==> src/rtl/pri_enc_pkg.sv <==
// Shared constants and helpers for the registered priority encoder.
package pri_enc_pkg;

    localparam int MODE_FIXED = 0;
    localparam int MODE_RR    = 1;
    localparam int ONEHOT_W   = 64;

    // Out-of-range indices return all-zero so callers never set a bit >= n.
    function automatic logic [ONEHOT_W-1:0] onehot(input int idx, input int n);
        logic [ONEHOT_W-1:0] v;
        v = '0;
        if (idx >= 0 && idx < n && idx < ONEHOT_W) begin
            v[idx] = 1'b1;
        end
        return v;
    endfunction

endpackage

==> src/rtl/pri_sel.sv <==
// Combinational selector: rotate by ptr, find highest set bit, un-rotate.
// Returns 0 when vec is empty; result is always < N.
module pri_sel
    import pri_enc_pkg::*;
#(
    parameter  int N    = 8,
    parameter  int MODE = MODE_FIXED,
    localparam int W    = $clog2(N)
) (
    input  logic [N-1:0] vec,
    input  logic [W-1:0] ptr,
    output logic [W-1:0] idx
);

    localparam logic [W:0] N_W = (W+1)'(N);

    logic [W-1:0]   base;
    logic [2*N-1:0] dbl;
    logic [N-1:0]   rot;
    logic [W-1:0]   hit;
    logic           found;
    logic [W:0]     sum;

    always_comb begin
        base  = (MODE == MODE_RR) ? ptr : '0;
        // rot[k] = vec[(k + base) mod N]; the top of rot is searched first
        dbl   = {vec, vec} >> base;
        rot   = dbl[N-1:0];
        hit   = '0;
        found = 1'b0;
        for (int k = 0; k < N; k++) begin
            if (rot[k]) begin
                hit   = W'(k);
                found = 1'b1;
            end
        end
        sum = {1'b0, hit} + {1'b0, base};
        if (sum >= N_W) begin
            sum = sum - N_W;
        end
        idx = found ? sum[W-1:0] : '0;
    end

endmodule

==> src/rtl/pri_enc_hs.sv <==
// Sticky-request priority encoder with a registered valid/ready grant output.
// One-cycle request-to-grant latency; a stalled grant holds while new requests accumulate.
module pri_enc_hs
    import pri_enc_pkg::*;
#(
    parameter  int N    = 8,
    parameter  int MODE = MODE_FIXED,
    localparam int W    = $clog2(N)
) (
    input  logic         CLK,
    input  logic         RSTn,
    input  logic         CLR,
    input  logic [N-1:0] I,
    input  logic         Ready,
    output logic [W-1:0] Y,
    output logic         Valid,
    output logic [N-1:0] Pend,
    output logic         Idle
);

    logic [N-1:0] p_q, p_d, p_nxt, clrbit;
    logic [W-1:0] y_q, y_d;
    logic         valid_q, valid_d;
    logic [W-1:0] ptr_q, ptr_d, ptr_nxt;
    logic [W-1:0] sel_idx;
    logic         acc;

    always_comb begin
        acc     = valid_q & Ready;
        clrbit  = acc ? N'(onehot(int'(y_q), N)) : '0;
        // A request arriving on the accepted bit re-arms it rather than being lost
        p_nxt   = (p_q & ~clrbit) | I;
        ptr_nxt = acc ? y_q : ptr_q;
    end

    pri_sel #(
        .N    (N),
        .MODE (MODE)
    ) u_sel (
        .vec (p_nxt),
        .ptr (ptr_nxt),
        .idx (sel_idx)
    );

    always_comb begin
        p_d     = p_nxt;
        ptr_d   = ptr_nxt;
        y_d     = y_q;
        valid_d = valid_q;
        if (!valid_q || acc) begin
            valid_d = |p_nxt;
            y_d     = sel_idx;
        end
        if (CLR) begin
            p_d     = '0;
            ptr_d   = '0;
            y_d     = '0;
            valid_d = 1'b0;
        end
    end

    always_ff @(posedge CLK or negedge RSTn) begin
        if (!RSTn) begin
            p_q     <= '0;
            y_q     <= '0;
            valid_q <= 1'b0;
            ptr_q   <= '0;
        end else begin
            p_q     <= p_d;
            y_q     <= y_d;
            valid_q <= valid_d;
            ptr_q   <= ptr_d;
        end
    end

    assign Y     = y_q;
    assign Valid = valid_q;
    assign Pend  = p_q;
    assign Idle  = ~valid_q & ~(|p_q);

endmodule

==> config.mk <==
export PLATFORM = sky130hd
export DESIGN_NAME = pri_enc_hs
export DESIGN_NICKNAME = d
export VERILOG_FILES = /design/src/rtl/pri_enc_pkg.sv /design/src/rtl/pri_sel.sv /design/src/rtl/pri_enc_hs.sv
export SDC_FILE = /design/constraint.sdc
export NUM_CORES = 1
export LEC_CHECK = 0
export CAP_MARGIN = 10
export CORE_MARGIN = 2
export CORE_UTILIZATION = 30
export DETAILED_ROUTE_END_ITERATION = 6
export GPL_ROUTABILITY_DRIVEN = 0
export SLEW_MARGIN = 40
export SYNTH_ARGS = -nofsm -noshare
export SYNTH_HDL_FRONTEND = slang
export SYNTH_SLANG_ARGS = --single-unit
==> constraint.sdc <==
create_clock -name CLK -period 1.7 [get_ports CLK]
set_clock_uncertainty 0.2 [all_clocks]
set_input_delay 0.255 -clock CLK [delete_from_list [all_inputs] [get_ports CLK]]
set_output_delay 0.255 -clock CLK [all_outputs]
set_load 0.02 [all_outputs]
==> out/results.txt <==
CP Max Fanout: 2
Period utilization: 105.1%
Final Worst Setup Slack: -0.08589 ns
Max-Cap Viols: 0
Routed Antenna Nets: 0
Total wire length: 2116 um
# nets final: 136
Register area share after synthesis: 45.45%
Unrepaired setup endpoints after global routing: yes
Worst-path clk slew: 0.08 ns
Fill cells: 183
Worst-Skew Late Latency: 0.27 ns
Via count: 747
Critical path launch point type: flip-flop
Std cell rows: 16
Synth top area cells: dfrtp_1 45%, nor2_1 8.0%, nand2b_1 3.8%
Clock root cell: clkbuf_4
Status: finished, violations left
EDFF count, synth: 0
Final non-filler cell total: 150
Inst Count DP: 143
Synth warnings: 0
Router iterations before antenna repair: 4
# setup viols final: 3
Initial antenna violation count: 0
Deepest clock path buffer count: 2
Pwr dens: 672.6 mW/mm^2
Placed inst area: 0.001092 sq mm
Top cell type's share of synthesized area: 45.45%
Full die area: 0.002593 sq mm
Syn_area_per_cell: 9.175 sq um
Leakage power total: 0.5421 nW
Setup CP Type: flip-flop to output pin
Total GRT Usage: 17.85%
Dominant synthesized flop cell: dfrtp_1
CTS H-Tree Depth: 1
Synth async-reset ratio: 100.0%
Min Tclk post-route: 1.786 ns
Setup Total Neg Slack: -0.1605 ns
Initial DRC count: 15
WP data arrival: 1.33 ns
Worst hold margin: 0.07102 ns
Cell area after layout: 0.001210 sq mm
Syn-to-layout area delta: 83.14%
Min-Delay Path Class: input port to async pin
Pin count of the biggest net entering global routing: 13
Seq. cell area: 301.5 sq um
Worst Tran Pin Value: 0.3445 ns
Post-DR vias/cell: 4.980
Final hold violations: 0
Cell area after synthesis: 660.6 sq um
# diodes: 0
Peak supply drop: 607.8 uV
Critical Path End Type: output pin
Multi-input logic area: 416.7 sq um
Post-route DRC: 0
Core box area: 0.002022 sq mm
Die Width: 50.93 um
TritonCTS Buffers: 3
GRT overflow: 0
Yosys cell types: 33
#FFs+latches synth: 12
Port-buffer cells: 24
CP required: 1.24 ns
Clock sinks: 12
Starting Density: 32.67%
Slew Limit Headroom: 76.96%
Net Count, Synth: 84
Drt wl/cell: 14.11 um
Post-Syn Instances: 72
HPWL after detailed placement: 1580 um
IO Count: 25
DIE HEIGHT: 50.93 um
F_max: 559.9 MHz
Synth cell count leaders: 14 x nor2_1, 12 x dfrtp_1, 4 x nand2b_1
Vias in the first global route: 713
First-pass GRT wire length: 3470 um
Cell accounting for the most synthesized area: dfrtp_1
TritonCTS clock tree: built
Layout cells sized above 1: 35.77%
Failing checks: setup timing
Most common cell in the netlist: nor2_1
R2R Setup Slk: -0.07 ns
Max Slew Vio Count: 0
logic make-up (layout without fill, tap and decap cells):
family / Yosys count / after routing / synth area share (%)
AO/OA/AOI/OAI: 18 / 18 / 19.32
AND/OR/NAND/NOR: 37 / 37 / 31.25
flip-flops: 12 / 12 / 45.45
buffers and inverters: 5 / 56 / 3.976
layout by cell type, fill, tap and decap left out, types with 3 or more instances in the layout:
cell,synthesis,layout
o21a_1,3,3
clkbuf_4,0,3
clkdlybuf4s50_1,0,10
dfrtp_1,12,11
nor2_1,14,13
dlygate4sd2_1,0,12
nand2b_1,4,4
inv_1,3,3
buf_4,0,23
power breakdown:
| group | switching, W | leakage, nW | internal [W] |
|---|---|---|---|
| logic | 0.000122 | 0.374 | 0.000138 |
| clock network | 0.0000981 | 0.0210 | 0.000130 |
| registers | 0.0000203 | 0.148 | 0.000306 |
| total | 0.000240 | 0.542 | 0.000574 |
worst max-delay path, stage by stage, from the launching register on:
cell	delay [ns]
dfrtp_1	0.40
nor4_2	0.26
nand2_1	0.09
nor4_2	0.11
buf_2	0.20
final timing paths:
path,end,from,cells past startpoint
setup / recovery,Idle,Pend[5]$_DFF_PN0_,4
hold / removal,Pend[3]$_DFF_PN0_,RSTn,2
setup reg to reg,Y[1]$_DFFE_PN0P_,Valid$_DFFE_PN0P_,7
hold reg to reg,Y[2]$_DFFE_PN0P_,Y[2]$_DFFE_PN0P_,2
max in group asynchronous,Y[1]$_DFFE_PN0P_,RSTn,2
min in group CLK,Y[2]$_DFFE_PN0P_,Y[2]$_DFFE_PN0P_,2
sequential cells by signal, indices dropped and copies added, names as in the netlist:
name / flops
Valid: 1
Pend: 8
Y: 3
final cells by class:
type                       instances  share of cell area, %
clock buffer                       4                  2.999
inverter                           3                 0.9307
multi-input combinational         55                  34.44
sequential                        12                  24.92
tap                               27                  2.792
timing repair buffer              49                  33.92
stage by stage:
step | util (%) | total power, W | setup slack, ns
floorplan | - | 0.0004269 | -0.02939
global placement | 54.02 | 0.0005722 | -0.4394
detailed placement | 54.02 | 0.0005736 | -0.4691
CTS | 57.43 | 0.0008011 | -0.1422
global route | 59.84 | 0.0008538 | -0.2016
finish | 59.84 | 0.0008138 | -0.08589
layer usage:
metal  share of wire, %  GRT usage (%)
met3                6.6          5.263
met2                 48          30.52
met1                 43          21.47
met5                  0              0
met4                2.1          5.405
what timing repair did:
item                                    4_1_cts  5_1_grt
cloned                                        0        0
gates resized for setup                      24       10
hold buffers                                  0        0
endpoints found under the setup margin       17        6
buffers inserted                              2        1
pin swaps                                     7        4
No activity file was read; power rests on OpenSTA's default activity.
